File: src/rtl/trace_encoder.sv
// trace_encoder: retirement-trace packetiser at the commit point.
// Each qualifying retirement becomes a header word (type index, trap info,
// privilege, sequence number) plus a PC word. Packets queue in a small FIFO
// and are streamed out one 32-bit word per valid/ready handshake.
// Optional feature macro: TRACE_TIMESTAMP_EN adds a third word per packet
// carrying a free-running 32-bit cycle stamp captured at retirement.
module trace_encoder #(
    parameter int FIFO_DEPTH = 4,
    parameter int SEQ_WIDTH  = 16
) (
    input  logic        clk,
    input  logic        reset,
    input  logic        enable_i,
    input  logic        retire_valid_i,
    input  logic [31:0] retire_pc_i,
    input  logic [63:0] retire_itype_i,
    input  logic        retire_exception_i,
    input  logic [4:0]  retire_exc_code_i,
    input  logic        retire_interrupt_i,
    input  logic [4:0]  retire_int_code_i,
    input  logic [1:0]  privilege_i,
    input  logic        overflow_clr_i,
    output logic        trace_valid_o,
    output logic [31:0] trace_data_o,
    output logic        trace_last_o,
    input  logic        trace_ready_i,
    output logic        overflow_o,
    output logic [15:0] dropped_count_o
);
    localparam int PTR_W = $clog2(FIFO_DEPTH);
    localparam logic [PTR_W:0] DEPTH_CNT = (PTR_W+1)'(FIFO_DEPTH);

`ifdef TRACE_TIMESTAMP_EN
    typedef enum logic [1:0] {T_IDLE, T_HDR, T_PC, T_TS} state_t;
    localparam state_t LAST_STATE = T_TS;
`else
    typedef enum logic [1:0] {T_IDLE, T_HDR, T_PC} state_t;
    localparam state_t LAST_STATE = T_PC;
`endif

    state_t            state_reg;
    logic [SEQ_WIDTH-1:0] seq_reg;
    logic [PTR_W-1:0]  wr_ptr_reg;
    logic [PTR_W-1:0]  rd_ptr_reg;
    logic [PTR_W:0]    count_reg;
    logic [31:0]       hdr_mem [FIFO_DEPTH];
    logic [31:0]       pc_mem  [FIFO_DEPTH];

    // ---------------- type encoding ----------------
    // Bit gi of the index is the OR of every itype bit whose position has bit gi set;
    // exact for a one-hot input, overridden to INVALID otherwise.
    logic [5:0] onehot_idx;
    for (genvar gi = 0; gi < 6; gi++) begin : g_idx
        logic [63:0] sel_mask;
        always_comb begin
            sel_mask = '0;
            for (int b = 0; b < 64; b++) sel_mask[b] = b[gi];
        end
        assign onehot_idx[gi] = |(retire_itype_i & sel_mask);
    end

    logic       itype_any;
    logic       itype_multi;
    logic       malformed;
    logic [5:0] type_idx;
    logic [4:0] cause;
    logic [15:0] seq16;
    logic [31:0] header_word;

    assign itype_any   = |retire_itype_i;
    assign itype_multi = |(retire_itype_i & (retire_itype_i - 64'd1));
    assign malformed   = !itype_any || itype_multi;
    assign type_idx    = malformed ? 6'd7 : onehot_idx;
    assign cause       = retire_exception_i ? retire_exc_code_i :
                         retire_interrupt_i ? retire_int_code_i : 5'd0;

    if (SEQ_WIDTH >= 16) begin : g_seq_trunc
        assign seq16 = seq_reg[15:0];
    end else begin : g_seq_pad
        assign seq16 = {{(16-SEQ_WIDTH){1'b0}}, seq_reg};
    end

    assign header_word = {type_idx, retire_exception_i, retire_interrupt_i, cause,
                          privilege_i, malformed, seq16};

    // ---------------- push / pop decisions ----------------
    logic qualify;
    logic full;
    logic pop;
    logic push;
    logic drop;
    logic [PTR_W-1:0] rd_next_ptr;

    assign qualify     = retire_valid_i && enable_i;
    assign full        = (count_reg == DEPTH_CNT);
    assign pop         = (state_reg == LAST_STATE) && trace_ready_i;
    assign push        = qualify && (!full || pop);
    assign drop        = qualify && !push;
    assign rd_next_ptr = rd_ptr_reg + PTR_W'(1);

`ifdef TRACE_TIMESTAMP_EN
    logic [31:0] ts_reg;
    logic [31:0] ts_mem [FIFO_DEPTH];

    // Free-running cycle stamp, wraps naturally.
    always_ff @(posedge clk) begin
        if (reset) ts_reg <= '0;
        else       ts_reg <= ts_reg + 32'd1;
    end

    // Timestamp storage alongside the packet entry.
    always_ff @(posedge clk) begin
        if (push) ts_mem[wr_ptr_reg] <= ts_reg;
    end
`endif

    // Packet storage; no reset needed, occupancy is tracked by count_reg.
    always_ff @(posedge clk) begin
        if (push) begin
            hdr_mem[wr_ptr_reg] <= header_word;
            pc_mem[wr_ptr_reg]  <= retire_pc_i;
        end
    end

    // FIFO pointers, occupancy and sequence counter.
    always_ff @(posedge clk) begin
        if (reset) begin
            wr_ptr_reg <= '0;
            rd_ptr_reg <= '0;
            count_reg  <= '0;
            seq_reg    <= '0;
        end else begin
            if (push) wr_ptr_reg <= wr_ptr_reg + PTR_W'(1);
            if (pop)  rd_ptr_reg <= rd_next_ptr;
            if (push && !pop)      count_reg <= count_reg + (PTR_W+1)'(1);
            else if (pop && !push) count_reg <= count_reg - (PTR_W+1)'(1);
            if (qualify) seq_reg <= seq_reg + SEQ_WIDTH'(1);
        end
    end

    // Sticky overflow flag and saturating drop counter; a drop beats a clear.
    always_ff @(posedge clk) begin
        if (reset) begin
            overflow_o      <= 1'b0;
            dropped_count_o <= '0;
        end else if (drop) begin
            overflow_o <= 1'b1;
            if (overflow_clr_i)                 dropped_count_o <= 16'd1;
            else if (dropped_count_o != 16'hFFFF) dropped_count_o <= dropped_count_o + 16'd1;
        end else if (overflow_clr_i) begin
            overflow_o      <= 1'b0;
            dropped_count_o <= '0;
        end
    end

    // Serializer FSM with registered stream outputs.
    always_ff @(posedge clk) begin
        if (reset) begin
            state_reg     <= T_IDLE;
            trace_valid_o <= 1'b0;
            trace_data_o  <= '0;
            trace_last_o  <= 1'b0;
        end else if (pop) begin
            if (count_reg > (PTR_W+1)'(1)) begin
                state_reg    <= T_HDR;
                trace_data_o <= hdr_mem[rd_next_ptr];
                trace_last_o <= 1'b0;
            end else begin
                state_reg     <= T_IDLE;
                trace_valid_o <= 1'b0;
                trace_data_o  <= '0;
                trace_last_o  <= 1'b0;
            end
        end else begin
            case (state_reg)
                T_IDLE: if (count_reg != '0) begin
                    state_reg     <= T_HDR;
                    trace_valid_o <= 1'b1;
                    trace_data_o  <= hdr_mem[rd_ptr_reg];
                    trace_last_o  <= 1'b0;
                end
                T_HDR: if (trace_ready_i) begin
                    state_reg    <= T_PC;
                    trace_data_o <= pc_mem[rd_ptr_reg];
`ifdef TRACE_TIMESTAMP_EN
                    trace_last_o <= 1'b0;
`else
                    trace_last_o <= 1'b1;
`endif
                end
`ifdef TRACE_TIMESTAMP_EN
                T_PC: if (trace_ready_i) begin
                    state_reg    <= T_TS;
                    trace_data_o <= ts_mem[rd_ptr_reg];
                    trace_last_o <= 1'b1;
                end
`endif
                default: ;
            endcase
        end
    end
endmodule

File: config.mk
export PLATFORM = sky130hd
export DESIGN_NAME = trace_encoder
export DESIGN_NICKNAME = d
export VERILOG_FILES = /design/src/rtl/trace_encoder.sv
export SDC_FILE = /design/constraint.sdc
export NUM_CORES = 1
export LEC_CHECK = 0
export CAP_MARGIN = 20
export CELL_PAD_IN_SITES_DETAIL_PLACEMENT = 1
export CELL_PAD_IN_SITES_GLOBAL_PLACEMENT = 1
export CORE_MARGIN = 1
export CORE_UTILIZATION = 57
export CTS_CLUSTER_SIZE = 25
export DETAILED_ROUTE_END_ITERATION = 6
export DONT_BUFFER_PORTS = 1
export GPL_TIMING_DRIVEN = 1
export PLACE_DENSITY = 0.95
export SYNTH_ARGS = -nofsm -noshare
export SYNTH_HDL_FRONTEND = slang
export SYNTH_SLANG_ARGS = --single-unit
File: constraint.sdc
create_clock -name clk -period 6 [get_ports clk]
set_input_delay 1.5 -clock clk [delete_from_list [all_inputs] [get_ports clk]]
set_output_delay 1.5 -clock clk [all_outputs]
set_load 0.005 [all_outputs]
==> impl_metrics.json, run 1 <==
{
  "synth_edf_count": 256,
  "hp-class": "flip-flop to flip-flop",
  "finish.utilization": 0.647,
  "diodes": 0,
  "synth_area_leaders": "edfxtp_1 51%, mux4_2 14%, dfxtp_1 10%, nor2_1 2.7%, a311oi_1 1.9%",
  "overflow": 0,
  "slowest_delay_ns": 0.70,
  "rsz0062_at_grt": "false",
  "rows": 58,
  "setup.worst_path.end_class": "flip-flop",
  "io_pins": 167,
  "hold_buffers": 0,
  "yosysMostFrequentCell": "edfxtp_1",
  "startpoint": "retire_itype_i[29]",
  "post_cts_buffers": 0,
  "drt-initial-drc-count": 970,
  "crit_chain": "or3_1 -> or3_4 -> or2_0 -> o31ai_1 -> nand4_1 -> nor4_1 -> o211ai_1 -> nor4_1",
  "yosysSeqAreaShare": 0.618,
  "synth_top_cell_by_area": "edfxtp_1",
  "avgSynthCellArea_um2": 14.5,
  "power.leakage_uw": 0.00503,
  "dr_total_vias": 9768,
  "async_reset_ff_frac": 0,
  "synth_cell_types": 65,
  "place_hpwl_um": 26800,
  "vdd_drop_max_v": 0.000290,
  "drt.antenna.violating_nets": 0,
  "critPathKind": "primary input to flip-flop",
  "clock_path_buffers": 3,
  "max_freq_mhz": 221,
  "synth-seq-cells": 334,
  "cp.required_ns": 6.22,
  "syn_inst": 1034,
  "die_w_um": 164,
  "cts.sinks": 334,
  "grt_max_degree": 65,
  "syn-num-nets": 1161,
  "fin_crit_sh": 0.754,
  "drtPass1Iterations": 5,
  "first_global_vias": 10500,
  "path_max_fanout": 12,
  "yosys_warnings": 0,
  "hold_slack_ns": 0.486,
  "gp_congestion": 0.921,
  "die_height_um": 164,
  "die_area_um2": 26900,
  "reg.largest.list": "hdr_mem (128), pc_mem (128), trace_data_o (32)",
  "cts_resized": 0,
  "vias_per_cell": 7.05,
  "period_minus_slack_ns": 4.52,
  "ys.flop_type": "edfxtp_1",
  "grt_use_total": 0.312,
  "arrival_ns": 4.75,
  "antenna_found_initial": 0,
  "hp-start": "overflow_o",
  "synth_top_area_share": 0.514,
  "drv_cap": 0,
  "numCtsBuffers": 35,
  "initial_core_util": 0.587,
  "drive_gt1_frac": 0.177,
  "wl_um": 41200,
  "synthTopCellsByCount": "256 x edfxtp_1, 109 x nor2_1, 96 x mux4_2, 78 x dfxtp_1, 63 x nand2_1",
  "relSlewSlack": 0.399,
  "setup_violations": 0,
  "worst_path_max_delay_cell": "nor4_1",
  "regArea_um2": 9260,
  "status": "finished, final reports clean",
  "clk_pin_slew_ns": 0.06,
  "netlist_area_um2": 15000,
  "port_buffers": 0,
  "multi_input_area_um2": 5460,
  "grt_pass1_wl_um": 61700,
  "clk_latency_ns": 0.53,
  "nNetsFinal": 1156,
  "r2r-start": "state_reg[1]",
  "syn2layout_area_growth_pct": 10.2,
  "drv_slew": 0,
  "hold_violations": 0,
  "cellPowerDensity_nw_per_um2": 332,
  "core_area_um2": 25500,
  "cts_root_buffer": "clkbuf_16",
  "clock_skew_ns": 0.0154,
  "wire_per_inst_um": 29.7,
  "cpMostUsedCell": "nor4_1",
  "setup-tns-final_ns": 0,
  "cts_tree": "done",
  "worst_pin_slew_ns": 0.893,
  "htreeDepth": 2,
  "drcViolationCount": 0,
  "start_kind": "primary input",
  "fill_cells": 2294
}
final cells by class:
cell class                      count  area share
Timing Repair Buffer               14     0.00789
Sequential cell                   334       0.561
Multi-Input combinational cell    630       0.331
Tap cell                          330      0.0250
Inverter                           14     0.00319
Clock buffer                       48      0.0585
Clock inverter                     16      0.0131
worst max-delay path, delay by kind of cell:
family	cells	cell delay, ns
AND/OR/NAND/NOR	6	2.60
AO/OA/AOI/OAI	2	0.63
through the flow:
step                      instance area [um^2]  total power (uW)  setup slack [ns]  instances
after floorplan                          15000              3100              1.46       1034
after global placement                   15300              3230              1.17       1322
after detailed placement                 15300              3290              1.04       1322
after CTS                                16500              5500              1.57       1386
after global routing                     16500              5640              1.32       1386
final                                    16500              5470              1.48       1386
per-layer routing:
layer | global-route usage | wire, um | part of all wire | vias to the layer above
met3 | 0.0765 | 3520 | 0.085 | 99
met5 | 0 | 0 | 0 | -
met4 | 0.0951 | 1230 | 0.030 | 0
met1 | 0.391 | 15800 | 0.38 | 5022
met2 | 0.535 | 20600 | 0.50 | 490
li1 | - | - | - | 4157
where the power goes:
| part | leakage [uW] | switching (uW) | internal, uW | total, uW |
|---|---|---|---|---|
| Sequential | 0.00298 | 115 | 2610 | 2730 |
| Combinational | 0.00148 | 334 | 197 | 531 |
| Clock | 0.000575 | 896 | 1310 | 2210 |
| Total | 0.00503 | 1350 | 4120 | 5470 |
kinds of logic (layout without fill, tap and decap cells):
kind of cell	count (synthesis)	after routing	share of synthesized area
adders and majority gates	11	11	0.00920
DFF	334	334	0.618
muxes	98	98	0.146
and+or+nand+nor	336	336	0.114
buffers and inverters	70	92	0.0186
AOI/OAI and AO/OA	157	157	0.0778
xor gates and xnor gates	28	28	0.0164
final timing paths:
path,to,slack [ns],cells after the start
hold reg to reg,overflow_o,0.49,2
setup / recovery,hdr_mem[2][30],1.48,8
hold / removal,overflow_o,0.49,2
setup reg to reg,hdr_mem[2][24],2.29,5
layout by cell type (no fill, tap or decap), types with 6 or more instances in the layout:
cell type / netlist / routed
a311oi_1: 33 / 33
xnor2_1: 9 / 9
inv_1: 14 / 14
o31ai_1: 10 / 10
o21ai_0: 17 / 17
or4_1: 10 / 10
nand3_1: 31 / 31
clkbuf_1: 45 / 9
nand4_1: 19 / 19
clkbuf_16: 0 / 35
nand2_1: 63 / 63
a21oi_1: 19 / 19
dfxtp_1: 78 / 75
edfxtp_1: 256 / 256
nor2_1: 109 / 108
mux4_2: 96 / 96
xor2_1: 19 / 19
nor4_1: 21 / 21
nor3_1: 23 / 23
o41ai_1: 6 / 6
or3_1: 13 / 13
a22oi_1: 34 / 34
buf_4: 0 / 12
ha_1: 11 / 11
(Power assumes the default switching activity.)
==> run 2, diff against run 1 <==
Settings changed: CORE_UTILIZATION 57 to 53, PLACE_DENSITY 0.95 to 0.9.
Clock period 6 ns to 4.2 ns, I/O delays scaled along.
==> impl_metrics.json, run 2 (same netlist as run 1, synthesis figures left out) <==
{
  "drv_slew": 0,
  "worst_path_max_delay_cell": "or4_4",
  "regArea_um2": 9260,
  "drt.antenna.violating_nets": 0,
  "hp-class": "flip-flop to flip-flop",
  "syn2layout_area_growth_pct": 12.0,
  "post_cts_buffers": 0,
  "fill_cells": 2618,
  "cpMostUsedCell": "nand4_1",
  "drt-initial-drc-count": 1194,
  "rsz0062_at_grt": "false",
  "r2r_cells": 8,
  "layout_common_cells": "256 x edfxtp_1, 108 x nor2_1, 96 x mux4_2, 75 x dfxtp_1, 63 x nand2_1",
  "final_area_um2": 16800,
  "worst_pin_slew_ns": 1.02,
  "hold_violations": 0,
  "htreeDepth": 2,
  "crit_buf_inv": 0,
  "period_minus_slack_ns": 3.86,
  "grt_pass1_wl_um": 64400,
  "cts_tree": "done",
  "core_area_um2": 27800,
  "vias_per_cell": 6.76,
  "clk_pin_slew_ns": 0.06,
  "holdPathEnd": "overflow_o",
  "vdd_drop_max_v": 0.000425,
  "multi_input_area_um2": 5460,
  "hold_slack_ns": 0.482,
  "place_hpwl_um": 27200,
  "dr_total_vias": 9924,
  "cts.sinks": 334,
  "clock_skew_ns": 0.0241,
  "relSlewSlack": 0.319,
  "power.leakage_uw": 0.00516,
  "fin_crit_sh": 0.920,
  "initial_core_util": 0.539,
  "overflow": 0,
  "die_w_um": 170,
  "numCtsBuffers": 35,
  "drtPass1Iterations": 5,
  "grt_use_total": 0.300,
  "wl_um": 42500,
  "rows": 61,
  "critPathKind": "primary input to flip-flop",
  "clk_latency_ns": 0.53,
  "clock_path_buffers": 3,
  "cts_resized": 0,
  "arrival_ns": 4.10,
  "finish.utilization": 0.603,
  "cellPowerDensity_nw_per_um2": 457,
  "holdPathStages": 2,
  "worst_slack_ns": 0.336,
  "final_common_cell": "edfxtp_1",
  "io_pins": 167,
  "gp_congestion": 0.967,
  "dpl_cell_area_um2": 15700,
  "cts_root_buffer": "clkbuf_16",
  "reg.largest.list": "hdr_mem (128), pc_mem (128), trace_data_o (32)",
  "setup-tns-final_ns": 0,
  "r2r-start": "count_reg[0]",
  "pre_cts_slack_ns": -0.149,
  "hp-start": "overflow_o",
  "path_max_fanout": 16,
  "start_kind": "primary input",
  "antenna_found_initial": 1,
  "drcViolationCount": 0,
  "die_height_um": 170,
  "cp.required_ns": 4.44,
  "die_area_um2": 28900,
  "status": "finished, final reports clean",
  "nNetsFinal": 1188,
  "max_freq_mhz": 259,
  "hold_buffers": 0,
  "setup_violations": 0,
  "setup.worst_path.end_class": "flip-flop",
  "path_delay_family": "simple AND/OR/NAND/NOR gates",
  "port_buffers": 0,
  "r2r_setup_slack_ns": 1.31,
  "wire_per_inst_um": 29.0,
  "slowest_delay_ns": 0.66,
  "grt_max_degree": 65,
  "crit_chain": "nor4_4 -> nand4_1 -> or4_4 -> o41ai_1 -> nand4_1 -> nor4_1 -> o211ai_1 -> or4_1",
  "drv_cap": 0,
  "drive_gt1_frac": 0.197,
  "first_global_vias": 10500,
  "worstReg2RegEnd": "trace_data_o[8]"
}
-- run 2: changes by cell type in the layout (fill, tap and decap cells not counted), sizes merged --
cell and delta:
clkbuf -1, inv +1, buf +32, clkinv +3, bufinv -3, diode +1
-- run 2: how the worst max path moves through the flow --
stage / end / cells past startpoint / from / slack, ns
final: hdr_mem[0][28] / 8 / retire_itype_i[10] / 0.34
after global routing: hdr_mem[2][29] / 10 / retire_itype_i[10] / 0.08
after global placement: hdr_mem[2][28] / 8 / retire_itype_i[10] / -0.04
after floorplan: hdr_mem[1][0] / 5 / trace_ready_i / 0.11
after detailed placement: hdr_mem[0][28] / 8 / retire_itype_i[10] / -0.15
after CTS: hdr_mem[2][29] / 10 / retire_itype_i[10] / 0.39
-- run 2: area by class of cell --
| class | count | area share |
|---|---|---|
| multi-input combinational | 630 | 0.326 |
| clock buffer | 47 | 0.0580 |
| sequential | 334 | 0.552 |
| clock inverter | 17 | 0.00732 |
| timing repair buffer | 46 | 0.0251 |
| inverter | 14 | 0.00314 |
| antenna | 1 | 0.000149 |
| tap | 378 | 0.0282 |
-- run 2: routing by layer --
layer / wire (um) / vias up / track usage
met5: 0 / - / 0
met4: 1190 / 0 / 0.0917
met3: 3510 / 82 / 0.0658
met2: 21400 / 478 / 0.512
met1: 16400 / 5135 / 0.384
li1: - / 4229 / -
-- run 2: power by group --
group | switching, uW | internal [uW]
logic | 485 | 298
registers | 163 | 3730
clock network | 1280 | 1700
total | 1930 | 5730
-- run 2: metrics by stage --
| step | std cells | total power [uW] |
|---|---|---|
| 6_report | 1467 | 7660 |
| 5_1_grt | 1467 | 7880 |
| 4_1_cts | 1466 | 7700 |
| 3_5_place_dp | 1402 | 4720 |
| 3_3_place_gp | 1402 | 4650 |
| 2_1_floorplan | 1034 | 4430 |
-- run 2: worst reg2reg max path, delay by kind of cell (launching register included) --
kind	cells	cell delay, ns
AOI/OAI and AO/OA	3	1.36
adders and majority gates	1	0.24
buffers and inverters	2	0.50
DFF	1	0.42
and+or+nand+nor	2	0.26
==> run 3, diff against run 2 <==
Settings changed: ABC_AREA from default to 1, CORE_UTILIZATION 53 to 49.
==> impl_metrics.json, run 3 <==
{
  "drv_cap": 0,
  "netlist_area_um2": 16200,
  "cts_tree": "done",
  "fill_cells": 3742,
  "yosys_warnings": 0,
  "grt_max_degree": 81,
  "async_reset_ff_frac": 0,
  "worst_pin_slew_ns": 0.895,
  "port_buffers": 0,
  "synth-seq-cells": 334,
  "die_height_um": 184,
  "rows": 66,
  "path_delay_family": "simple AND/OR/NAND/NOR gates",
  "period_minus_slack_ns": 3.28,
  "max_freq_mhz": 305,
  "multi_input_area_um2": 6330,
  "numCtsBuffers": 36,
  "vdd_drop_max_v": 0.000374,
  "overflow": 0,
  "syn-num-nets": 1988,
  "synth_area_leaders": "edfxtp_1 47%, nand2_1 11%, dfxtp_1 9.6%, nor2_1 8.3%, o21ai_0 5.1%",
  "wl_um": 59100,
  "die_area_um2": 33800,
  "critPathKind": "primary input to flip-flop",
  "cts.sinks": 334,
  "yosysSeqAreaShare": 0.571,
  "synth_edf_count": 256,
  "clk_pin_slew_ns": 0.06,
  "setup.worst_path.end_class": "flip-flop",
  "drcViolationCount": 0,
  "hp-class": "flip-flop to flip-flop",
  "htreeDepth": 2,
  "initial_core_util": 0.498,
  "drtPass1Iterations": 5,
  "syn_inst": 1861,
  "power.leakage_uw": 0.00641,
  "slowest_delay_ns": 0.59,
  "synthTopCellsByCount": "461 x nand2_1, 358 x nor2_1, 256 x edfxtp_1, 165 x o21ai_0, 97 x a21oi_1",
  "setup_violations": 0,
  "cpMostUsedCell": "nor2_1",
  "wire_per_inst_um": 25.6,
  "placedCellCount": 2242,
  "reg.largest.list": "hdr_mem (128), pc_mem (128), trace_data_o (32)",
  "avgSynthCellArea_um2": 8.70,
  "crit_buf_inv": 1,
  "final_area_um2": 17900,
  "rsz0062_at_grt": "false",
  "synth_top_area_share": 0.475,
  "first_global_vias": 15400,
  "ys.flop_type": "edfxtp_1",
  "antenna_found_initial": 1,
  "start_kind": "primary input",
  "final_common_cell": "nand2_1",
  "drv_slew": 0,
  "hold_buffers": 0,
  "relSlewSlack": 0.404,
  "place_hpwl_um": 37600,
  "dr_total_vias": 14600,
  "fin_crit_sh": 0.782,
  "arrival_ns": 3.56,
  "core_area_um2": 32500,
  "clock_skew_ns": 0.0374,
  "drt-initial-drc-count": 1499,
  "synth_cell_types": 43,
  "cp.required_ns": 4.47,
  "syn2layout_area_growth_pct": 10.6,
  "cts_resized": 0,
  "die_w_um": 184,
  "setup-tns-final_ns": 0,
  "hold_violations": 0,
  "clock_path_buffers": 3,
  "gp_congestion": 0.997,
  "io_pins": 167,
  "status": "finished, final reports clean",
  "synth_top_cell_by_area": "edfxtp_1",
  "dpl_cell_area_um2": 16700,
  "grt_pass1_wl_um": 89200,
  "path_max_fanout": 7,
  "layout_common_cells": "461 x nand2_1, 349 x nor2_1, 256 x edfxtp_1, 165 x o21ai_0, 97 x a21oi_1",
  "crit_chain": "nor2_1 -> nand2_2 -> nor2_4 -> nand3b_1 -> o21ai_0 -> nand2_1 -> inv_1 -> nand3_1 -> nor2_1 -> nand3_2 -> nor2_1",
  "yosysMostFrequentCell": "nand2_1",
  "worst_path_max_delay_cell": "o21ai_0",
  "cellPowerDensity_nw_per_um2": 511,
  "clk_latency_ns": 0.54,
  "drive_gt1_frac": 0.0611,
  "fin_cells": 2308,
  "nNetsFinal": 1966,
  "regArea_um2": 9250,
  "diodes": 0,
  "post_cts_buffers": 0,
  "grt_use_total": 0.348,
  "vias_per_cell": 6.33,
  "cts_root_buffer": "clkbuf_16",
  "drt.antenna.violating_nets": 0
}
## run 3: cell count changes after synthesis, moves of 18 or more
cell      previous run  this run
nand2_1             63       461
clkbuf_1            45        74
o21ai_0             17       165
inv_1               14        85
a21oi_1             19        97
a311oi_1            33         0
mux4_2              96         0
nor2_1             109       358
a31oi_1              3        30
o22ai_1              3        51
xor2_1              19         1
## run 3: tightest hold or removal path, stage by stage (launching register included)
cell	delay [ns]
dfxtp_1	0.33
nand2_1	0.07
a21oi_1	0.05
## run 3: final timing paths
kind | end | from | cells after the start | slack (ns)
worst max register to register | trace_data_o[9] | flip-flop | 6 | 1.25
worst min register to register | overflow_o | overflow_o | 2 | 0.49
worst max-delay path | hdr_mem[0][30] | retire_itype_i[4] | 11 | 0.92
worst min-delay path | overflow_o | overflow_o | 2 | 0.49
## run 3: metrics by stage
stage          setup slack, ns  hold slack [ns]  power (uW)   util
2_1_floorplan           -0.586            0.460        5100      -
3_3_place_gp             0.688            0.479        5680  0.512
3_5_place_dp             0.550            0.488        5780  0.512
4_1_cts                   1.05            0.498        9100  0.550
5_1_grt                  0.829            0.529        9410  0.550
6_report                 0.916            0.489        9160  0.550
## run 3: power by group
part	total, uW	internal (uW)	switching, uW	leakage [uW]
combinational	1780	472	1300	0.00282
sequential	4070	3800	269	0.00299
clock	3310	1970	1340	0.000594
total	9160	6250	2910	0.00641
## run 3: per-layer routing
layer / track usage / share of wire
met4: 0.159 / 0.042
met5: 0 / 0.00019
met3: 0.0784 / 0.093
met1: 0.419 / 0.38
met2: 0.593 / 0.49
## run 3: cell type report
type,count,area share
flip-flops and latches,334,0.517
multi-input cells,1354,0.353
clock buffers,46,0.0548
well taps,442,0.0309
inverters,91,0.0191
clock inverters,19,0.0131
repair buffers,22,0.0120
## run 3: cells by family after synthesis
logic type / after synthesis / synth area share
flops: 334 / 0.571
xor+xnor: 4 / 0.00216
simple gates: 926 / 0.230
compound gates: 413 / 0.147
fa+ha+maj: 11 / 0.00850
buf+inv: 173 / 0.0409
